===== config.mk =====
export PLATFORM = sky130hd
export DESIGN_NAME = gpu_fb_arbiter
export DESIGN_NICKNAME = d
export VERILOG_FILES = /design/src/rtl/gpu_pkg.sv /design/src/rtl/gpu_addr_decode.sv /design/src/rtl/gpu_fb_arbiter.sv
export SDC_FILE = /design/constraint.sdc
export NUM_CORES = 1
export LEC_CHECK = 0
export CAP_MARGIN = 15
export CORE_AREA = 4 4 161 163
export CTS_CLUSTER_SIZE = 30
export DETAILED_ROUTE_END_ITERATION = 6
export DIE_AREA = 0 0 165 167
export PLACE_DENSITY_LB_ADDON = 0.05
export RECOVER_POWER = 25
export SYNTH_ARGS = -nofsm -noshare
export SYNTH_HDL_FRONTEND = slang
export SYNTH_SLANG_ARGS = --single-unit

===== constraint.sdc =====
create_clock -name clock50 -period 5.11 [get_ports clock50]
set_clock_uncertainty 0.1 [all_clocks]
set_input_delay 1.022 -clock clock50 [delete_from_list [all_inputs] [get_ports clock50]]
set_output_delay 1.022 -clock clock50 [all_outputs]
set_load 0.01 [all_outputs]

===== src/rtl/gpu_pkg.sv =====
// rtl/gpu_pkg.sv - shared constants, FSM states and status bit positions for the framebuffer arbiter
package gpu_pkg;

  // Bus window and register map within it
  localparam logic [7:0]  GPU_ADDRESS    = 8'b00000010;
  localparam logic [55:0] CONTROL_OFFSET = 56'd0;
  localparam logic [55:0] STATUS_OFFSET  = 56'd2;
  localparam logic [55:0] CHARS_OFFSET   = 56'd4;

  // Status register layout
  localparam int STATUS_EN_BIT       = 0;
  localparam int STATUS_STARVED_BIT  = 1;
  localparam int STATUS_SCAN_BIT     = 2;
  localparam int STATUS_CONFLICT_LSB = 16;

  typedef enum logic [2:0] {
    IDLE,
    SCAN_RD,
    CPU_RD,
    CPU_WR,
    REG
  } state_t;

  typedef enum logic [1:0] {
    REGION_CTRL,
    REGION_STATUS,
    REGION_CHARS,
    REGION_OTHER
  } region_t;

endpackage


===== src/rtl/gpu_addr_decode.sv =====
// rtl/gpu_addr_decode.sv - combinational decode of a cpu bus address into window hit, region and framebuffer index
module gpu_addr_decode
  import gpu_pkg::*;
#(
  parameter int FB_ADDR_W = 12,
  parameter int FB_DEPTH  = 4096
) (
  input  logic                 cpu_req,
  input  logic [63:0]          cpu_addr,
  output logic                 hit,
  output region_t              region,
  output logic                 in_range,
  output logic [FB_ADDR_W-1:0] idx
);

  logic [55:0] off;
  logic [55:0] idx_full;

  assign off      = cpu_addr[55:0];
  assign idx_full = off - CHARS_OFFSET;

  // Classify the offset; in_range is only meaningful for the chars region
  always_comb begin
    hit      = cpu_req && (cpu_addr[63:56] == GPU_ADDRESS);
    region   = REGION_OTHER;
    if (off == CONTROL_OFFSET) begin
      region = REGION_CTRL;
    end else if (off == STATUS_OFFSET) begin
      region = REGION_STATUS;
    end else if (off >= CHARS_OFFSET) begin
      region = REGION_CHARS;
    end
    in_range = (off >= CHARS_OFFSET) && (idx_full < 56'(FB_DEPTH));
    idx      = idx_full[FB_ADDR_W-1:0];
  end

endmodule


===== src/rtl/gpu_fb_arbiter.sv =====
// rtl/gpu_fb_arbiter.sv - framebuffer RAM arbiter between cpu bus and scanout, plus GPU control/status registers (option GPU_CONFLICT_COUNT_EN)
module gpu_fb_arbiter
  import gpu_pkg::*;
#(
  parameter int FB_ADDR_W    = 12,
  parameter int FB_DEPTH     = 4096,
  parameter int MAX_SCAN_RUN = 4
) (
  input  logic                 clock50,
  input  logic                 reset,
  input  logic                 cpu_req,
  input  logic                 cpu_write,
  input  logic [63:0]          cpu_addr,
  input  logic [63:0]          cpu_wdata,
  output logic [63:0]          cpu_rdata,
  output logic                 cpu_ack,
  input  logic                 scan_req,
  input  logic [FB_ADDR_W-1:0] scan_addr,
  output logic [63:0]          scan_data,
  output logic                 scan_valid,
  output logic [FB_ADDR_W-1:0] fb_addr,
  output logic [63:0]          fb_wdata,
  output logic                 fb_we,
  input  logic [63:0]          fb_rdata,
  output logic                 ctrl_enable,
  output logic                 busy
);

  localparam int               RUN_W   = $clog2(MAX_SCAN_RUN + 1);
  localparam logic [RUN_W-1:0] RUN_MAX = RUN_W'(MAX_SCAN_RUN);

  state_t               state;
  state_t               state_nx;
  logic                 hit;
  region_t              region;
  logic                 in_range;
  logic [FB_ADDR_W-1:0] idx;

  logic [RUN_W-1:0]     run_cnt;
  logic                 control;
  logic                 ack_q;
  logic                 valid_q;
  logic                 ram_rd_q;
  logic [63:0]          rdata_q;
  logic [FB_ADDR_W-1:0] addr_q;
  logic [63:0]          wdata_q;
  logic                 starved;
  logic                 respond;
  logic                 scan_grant;
  logic                 cpu_grant;
  logic [63:0]          status_word;
  logic [63:0]          reg_rdata;

`ifdef GPU_CONFLICT_COUNT_EN
  logic [15:0]          conflict_cnt;
`endif

  gpu_addr_decode #(
    .FB_ADDR_W (FB_ADDR_W),
    .FB_DEPTH  (FB_DEPTH)
  ) u_decode (
    .cpu_req  (cpu_req),
    .cpu_addr (cpu_addr),
    .hit      (hit),
    .region   (region),
    .in_range (in_range),
    .idx      (idx)
  );

  assign starved = hit && (run_cnt == RUN_MAX);
  // The IDLE cycle that carries an ack/valid never grants, so a requester
  // still holding its level request that cycle is not served twice.
  assign respond = ack_q | valid_q;

  // FSM state register
  always_ff @(posedge clock50) begin
    if (reset) begin
      state <= IDLE;
    end else begin
      state <= state_nx;
    end
  end

  // Grant decision, next state and RAM strobes
  always_comb begin
    state_nx   = state;
    scan_grant = 1'b0;
    cpu_grant  = 1'b0;
    fb_we      = 1'b0;
    busy       = (state != IDLE);
    case (state)
      IDLE: begin
        if (!respond) begin
          if (scan_req && !starved) begin
            scan_grant = 1'b1;
            state_nx   = SCAN_RD;
          end else if (hit) begin
            cpu_grant = 1'b1;
            // Out-of-range chars accesses are answered like a register
            // access so the RAM port is left untouched.
            if (region == REGION_CHARS && in_range) begin
              state_nx = cpu_write ? CPU_WR : CPU_RD;
            end else begin
              state_nx = REG;
            end
          end
        end
      end
      CPU_WR: begin
        fb_we    = 1'b1;
        state_nx = IDLE;
      end
      default: begin
        state_nx = IDLE;
      end
    endcase
  end

  // Status and register read mux
  always_comb begin
    status_word                     = '0;
    status_word[STATUS_EN_BIT]      = control;
    status_word[STATUS_STARVED_BIT] = (run_cnt == RUN_MAX);
    status_word[STATUS_SCAN_BIT]    = scan_req;
`ifdef GPU_CONFLICT_COUNT_EN
    status_word[STATUS_CONFLICT_LSB +: 16] = conflict_cnt;
`endif
    case (region)
      REGION_CTRL:   reg_rdata = {63'b0, control};
      REGION_STATUS: reg_rdata = status_word;
      default:       reg_rdata = '0;
    endcase
  end

  // Response flags, RAM address/data registers, control bit and starvation counter
  always_ff @(posedge clock50) begin
    if (reset) begin
      ack_q    <= 1'b0;
      valid_q  <= 1'b0;
      ram_rd_q <= 1'b0;
      rdata_q  <= '0;
      addr_q   <= '0;
      wdata_q  <= '0;
      control  <= 1'b0;
      run_cnt  <= '0;
    end else begin
      ack_q    <= (state == CPU_RD) || (state == CPU_WR) || (state == REG);
      valid_q  <= (state == SCAN_RD);
      ram_rd_q <= (state == CPU_RD);
      rdata_q  <= '0;
      if (state == REG && !cpu_write) begin
        rdata_q <= reg_rdata;
      end
      if (state == REG && cpu_write && region == REGION_CTRL) begin
        control <= cpu_wdata[0];
      end
      if (scan_grant) begin
        addr_q <= scan_addr;
      end else if (cpu_grant && state_nx != REG) begin
        addr_q <= idx;
      end
      if (cpu_grant && state_nx == CPU_WR) begin
        wdata_q <= cpu_wdata;
      end
      if (!hit || cpu_grant) begin
        run_cnt <= '0;
      end else if (scan_grant && run_cnt != RUN_MAX) begin
        run_cnt <= run_cnt + 1'b1;
      end
    end
  end

`ifdef GPU_CONFLICT_COUNT_EN
  // Saturating count of IDLE cycles where both requesters contend
  always_ff @(posedge clock50) begin
    if (reset) begin
      conflict_cnt <= '0;
    end else if (state == REG && cpu_write && region == REGION_STATUS) begin
      conflict_cnt <= '0;
    end else if (state == IDLE && hit && scan_req && conflict_cnt != 16'hFFFF) begin
      conflict_cnt <= conflict_cnt + 16'd1;
    end
  end
`endif

  assign cpu_ack     = ack_q;
  assign cpu_rdata   = ack_q ? (ram_rd_q ? fb_rdata : rdata_q) : 64'd0;
  assign scan_valid  = valid_q;
  assign scan_data   = valid_q ? fb_rdata : 64'd0;
  assign fb_addr     = addr_q;
  assign fb_wdata    = wdata_q;
  assign ctrl_enable = control;

endmodule


* Yosys cells after proc, flatten, opt, wreduce, memory -nomap -nowiden
Index checks and enable logic that the tools add are counted.
Operators by class: add/subtract/negate cells 2, $lt $le $gt $ge 2, equal/unequal tests 12, mux-type cells 23, bitwise logic cells 2, reductions and logical operators 24
Operator list (number):
- two-way mux 64 bit | 3
- == test 56 x 2 -> 1 bit (second input constant) | 1
- greater-or-equal comparator 56 x 3 -> 1 bit (second input constant) | 1
- zero test 56 bit | 1
- less-than comparator 56 x 13 -> 1 bit (second input constant) | 1
- subtractor 56 x 3 -> 56 bit (second input constant) | 1
- two-way mux 12 bit | 2
- two-way mux 3 bit | 5
- logical AND 1 bit | 11
- two-way mux 1 bit | 10
- == test 3 x 2 -> 1 bit (second input constant) | 3
- == test 8 x 2 -> 1 bit (second input constant) | 1
- == test 3 bit (second input constant) | 2
- inequality test 3 bit (second input constant) | 2
- one-hot mux 3 bit (2 select lines) | 1
- two-way mux 2 bit | 2
- OR reduction 2 bit | 2
- adder 3 x 1 -> 3 bit (second input constant) | 1
- == test 3 x 1 -> 1 bit (second input constant) | 1
- zero test 1 bit | 3
- zero test 3 bit | 1
- logical OR 1 bit | 3
- nonzero test 3 bit | 1
- == test 2 x 1 -> 1 bit (second input constant) | 1
- other kinds (5) | 5
Storage, ports and cells: bits in registers 150, input bits 209, output and inout bits 209, logic and storage cells 74

* Longest topological paths before layout
depth in word-level cells 15, depth in mapped cells 14, mapped depth without buffers 11

* Modules after synthesis
Synthesis repeated with hierarchy kept, for this count alone.
Second synthesis, totals: cell total of the unflattened synthesis 682, area, all modules 5876.9 µm²
Modules (own cells, without submodules):
- gpu_fb_arbiter | instances 1, cells each 561, area an instance 5006.1 µm², sequential area each 1781.7 µm²
- gpu_addr_decode | instances 1, cells each 121, area an instance 870.8 µm², sequential area each 0.0 µm²

* Least setup slack after synthesis
Ideal clock, no wire load.
kind input-to-reg, from input cpu_addr[18], to register wdata_q[23], in the netlist fb_wdata[23], setup time 0.128 ns, arrival time 3.915 ns, required time 4.882 ns, slack 0.968 ns, cell stages on the path 11, buffers on the path 2, cells stage by stage or4_4 -> or3_4 -> nor3_4 -> a31oi_1 -> or4_4 -> a2111oi_4 -> nand4_1 -> buf_6 -> buf_12 -> mux2i_1 -> nor2_1
On the way: word-level cells in the longest chain between the ends 13, elaborated cells between the ends (all ways) 18, classes of those cells add/sub: 1; order compare: 2; eq/ne: 3; mux: 8; reduce/logical: 4
Ends and longest elaborated chain:
- start, declared | RTL line gpu_fb_arbiter.sv:13 | input logic [63:0] cpu_addr,
- branches (longest 5 deep; another with subtractor 56 x 3 -> 56 bit)
- logical AND 1 bit (*) | RTL line gpu_fb_arbiter.sv:101 | if (region == REGION_CHARS && in_range) begin
- two-way mux 3 bit (*) | RTL line gpu_fb_arbiter.sv:101
- two-way mux 3 bit (*) | RTL line gpu_fb_arbiter.sv:97 | end else if (hit) begin
- two-way mux 3 bit (*) | RTL line gpu_fb_arbiter.sv:94 | if (scan_req && !starved) begin
- two-way mux 3 bit (*) | RTL line gpu_fb_arbiter.sv:93 | if (!respond) begin
- two-way mux 3 bit (*) | RTL line gpu_fb_arbiter.sv:91 | case (state)
- == test 3 x 2 -> 1 bit (*) | RTL line gpu_fb_arbiter.sv:162 | if (cpu_grant && state_nx == CPU_WR) begin
- logical AND 1 bit (*) | RTL line gpu_fb_arbiter.sv:162
- end signal, assigned | RTL line gpu_fb_arbiter.sv:163 | wdata_q <= cpu_wdata;
- end, declared | RTL line gpu_fb_arbiter.sv:46 | logic [63:0] wdata_q;
Every way passes the cells marked *. A chain may end at the register's enable or synchronous reset.

* Final worst setup path
from input cpu_addr[28], to register wdata_q[33], in the netlist fb_wdata[33]
Same word-level chain as after synthesis.

==> metrics <==
CTS Buf Count=9; post_cts resized=0; Rel. slew slack=-127.6%; Longest Clk Path Bufs=2; final WL=26,440 um; Max-Cap Viols=1; IO Pins=418; setup bufs post-CTS=0; drt drc=0; leading area contributor after synthesis=dfxtp_1; clock slew at the register clock pins of the worst setup and hold paths=0.08 ns; setup violators final=0; Net count, final=1,265; Avg Cell Area, Syn=8.384 sq um; CP Max Fanout=64; CP peak stage delay=0.57 ns; minimum clock period=4.744 ns; crit share post-route=92.83%; Seq/Total Area, Yosys=32.74%; ANT nets after route=0; CTS Hold Bufs=0; vias in the first global route=6,283; Max stage delay cell, worst path=or4_1; Mapped Cells=649; Worst Hold Depth=1; TNS Setup=0 ns; Layout Utilization=41.84%; violated checks=max-capacitance violations, max-slew violations; P_leak=4.638 nW; PortBufs=417; die area=0.02756 sq mm; clock sinks=89; fillers=2,480; largest net degree at the start of global routing=73; drt pass-1 iters=4; launch point of the worst reg-to-reg path=scan_valid; Synth cell types=53; Buf/Inv on CP=2; Die Ht=167 um; Crit Path Class=in2reg; clock latency on the worst-skew pair=0.35 ns; # rows=57; Seq cells post-synth=89; post-DP HPWL=21,230 um; Worst Path Required=5.12 ns; Die X=165 um; RSZ-0062 raised after global routing=false; CTS tree=done; initial DRC count=279; status=finished with violations; sink of the worst hold path=scan_valid; fmax=210.8 MHz; H-tree depth=3; first-pass GRT wire length=38,600 um; HP Start=state[2]; Syn Nets=863; synth warn=0; Routed wire per std cell=19.16 um; hold crit path type=reg2reg; Initial Utilization=22.37%; fin. max-slew vios=73; Final Hold Fails=0; Vias/cell=4.509; crit end category=flip-flop; core area=0.02432 sq mm; via count=6,223; Top Family by Delay on Critical Path=simple AND/OR/NAND/NOR gates; grt ovf=0; CP Launch Type=primary input; Slew @ Worst Pin=3.414 ns; Total Routing Usage GR=18.15%; root buffer cell=clkbuf_16; Max rail drop VDD=0.0001414 V; Power Density=171.6 mW/mm^2; Syn Std Cell Area=0.005441 sq mm; reg2reg setup slack=2.43 ns; Hold Worst Slack=0.3784 ns; CP cell instances=clkdlybuf4s50_1 -> or4_1 -> nor3_1 -> nand4_2 -> o31a_1 -> or4_4 -> a2111oi_4 -> nand4_1 -> buf_12 -> mux2i_1 -> nor2_1; Layout area overhead=86.99%; R2R depth=8; # diodes=0; initial antenna violation count=1; routability cong.=0.8438; worst reg2reg endpoint=fb_wdata[33]; Synth top area share=32.74%; synth top area cells=dfxtp_1 33%, mux2i_1 15%, and3_1 7.7%; layout cells sized above 1=4.545%; arrival time at the worst endpoint=4.75 ns
[where the power goes]
group | internal, mW | switching, mW
logic | 0.227 | 0.139
registers | 0.705 | 0.0132
clock network | 0.344 | 0.319
total | 1.28 | 0.471
[cells in the mapped netlist (all sizes together)]
| master | instances |
|---|---|
| o31a | 4 |
| nand3 | 8 |
| and4 | 4 |
| nor4bb | 1 |
| o21a | 3 |
| nor4 | 14 |
| xnor2 | 7 |
| o41ai | 1 |
| or2 | 1 |
| clkbuf | 34 |
| nor3b | 3 |
| a2111o | 1 |
| or3 | 8 |
| nand3b | 3 |
| nand4b | 2 |
| or2b | 1 |
| ha | 5 |
| a21oi | 9 |
| a41oi | 1 |
| o2111a | 1 |
| a211oi | 2 |
| nor2b | 3 |
| a2111oi | 2 |
| buf | 8 |
| nor2 | 93 |
| a31o | 2 |
| nand4 | 9 |
| o21ai | 19 |
| a21o | 2 |
| a211o | 2 |
| inv | 12 |
| or4 | 6 |
| nand2b | 4 |
| and3 | 67 |
| nand2 | 28 |
| and2 | 66 |
| dfxtp | 89 |
| a31oi | 4 |
| nor3 | 22 |
| nor4b | 4 |
| o22ai | 1 |
| xor2 | 8 |
| or4b | 2 |
| mux2i | 83 |
[stage by stage]
stage / instance area, sq um / power [mW] / std cells / setup WS, ns
after floorplan: 5441 / 0.8287 / 649 / 0.9679
after global placement: 9884 / 1.109 / 1364 / 0.1640
after detailed placement: 9884 / 1.108 / 1364 / 0.1433
after CTS: 10180 / 1.783 / 1380 / 0.5250
after global routing: 10170 / 1.832 / 1380 / 0.1426
final: 10170 / 1.746 / 1380 / 0.3663
[layout by cell type, fill, tap and decap left out, types with 13 or more instances in the layout]
cell type,instances
nand2_1,28
nor3_1,20
nor2_1,93
clkdlybuf4s50_1,345
nor4_1,13
mux2i_1,83
and2_1,66
buf_4,14
dfxtp_1,87
dlygate4sd3_1,71
and3_1,67
[sequential cells by signal, indices dropped and copies added (netlist names)]
| name | count |
|---|---|
| run_cnt | 3 |
| fb_addr | 12 |
| cpu_ack | 1 |
| state | 3 |
| ctrl_enable | 1 |
| rdata_q | 3 |
| ram_rd_q | 1 |
| fb_wdata | 64 |
| scan_valid | 1 |
[worst max-delay path by stage]
stage,start,end,slack (ns),cells past startpoint
after floorplan,cpu_addr[18],fb_wdata[23],0.97,11
after global placement,cpu_addr[28],fb_wdata[13],0.16,11
after detailed placement,cpu_addr[28],fb_wdata[32],0.14,11
after CTS,cpu_addr[28],fb_wdata[10],0.53,11
after global routing,cpu_addr[28],fb_wdata[58],0.14,11
final,cpu_addr[28],fb_wdata[33],0.37,11
[kinds of logic (layout without fill, tap and decap cells)]
logic type               after synthesis  after routing  synth area share, %
AO/OA/AOI/OAI                         54             54                6.806
XOR/XNOR                              15             15                2.414
adder cells (fa/ha/maj)                5              5                1.150
buffers and inverters                 54            461                5.725
flip-flops                            89             89                32.74
multiplexers                          83             83                15.27
AND/OR/NAND/NOR                      349            349                35.89
[routing by layer]
layer	global-route usage (%)	part of all wire, %	vias to the layer above
li1	-	-	3088
met1	20.90	40	2861
met2	32.42	50	243
met3	4.770	8.2	29
met4	5.678	2.0	2
met5	0	0.049	-
[final cells by class]
class	count	area, sq um	area share (%)
multi-input cells	506	3348	32.91
clock buffers	9	225.2	2.213
repair buffers	433	4297	42.23
well taps	324	405.4	3.984
inverters	12	45.04	0.4427
clock inverters	7	70.07	0.6886
flip-flops and latches	89	1784	17.54
[worst register-to-register path: cells and delay by family, from the launching register on]
kind / cells / cell delay, ns
compound gates: 1 / 0.14
flops: 1 / 0.97
buf+inv: 1 / 0.37
mux: 1 / 0.33
simple gates: 5 / 0.52
(Power assumes the default switching activity.)
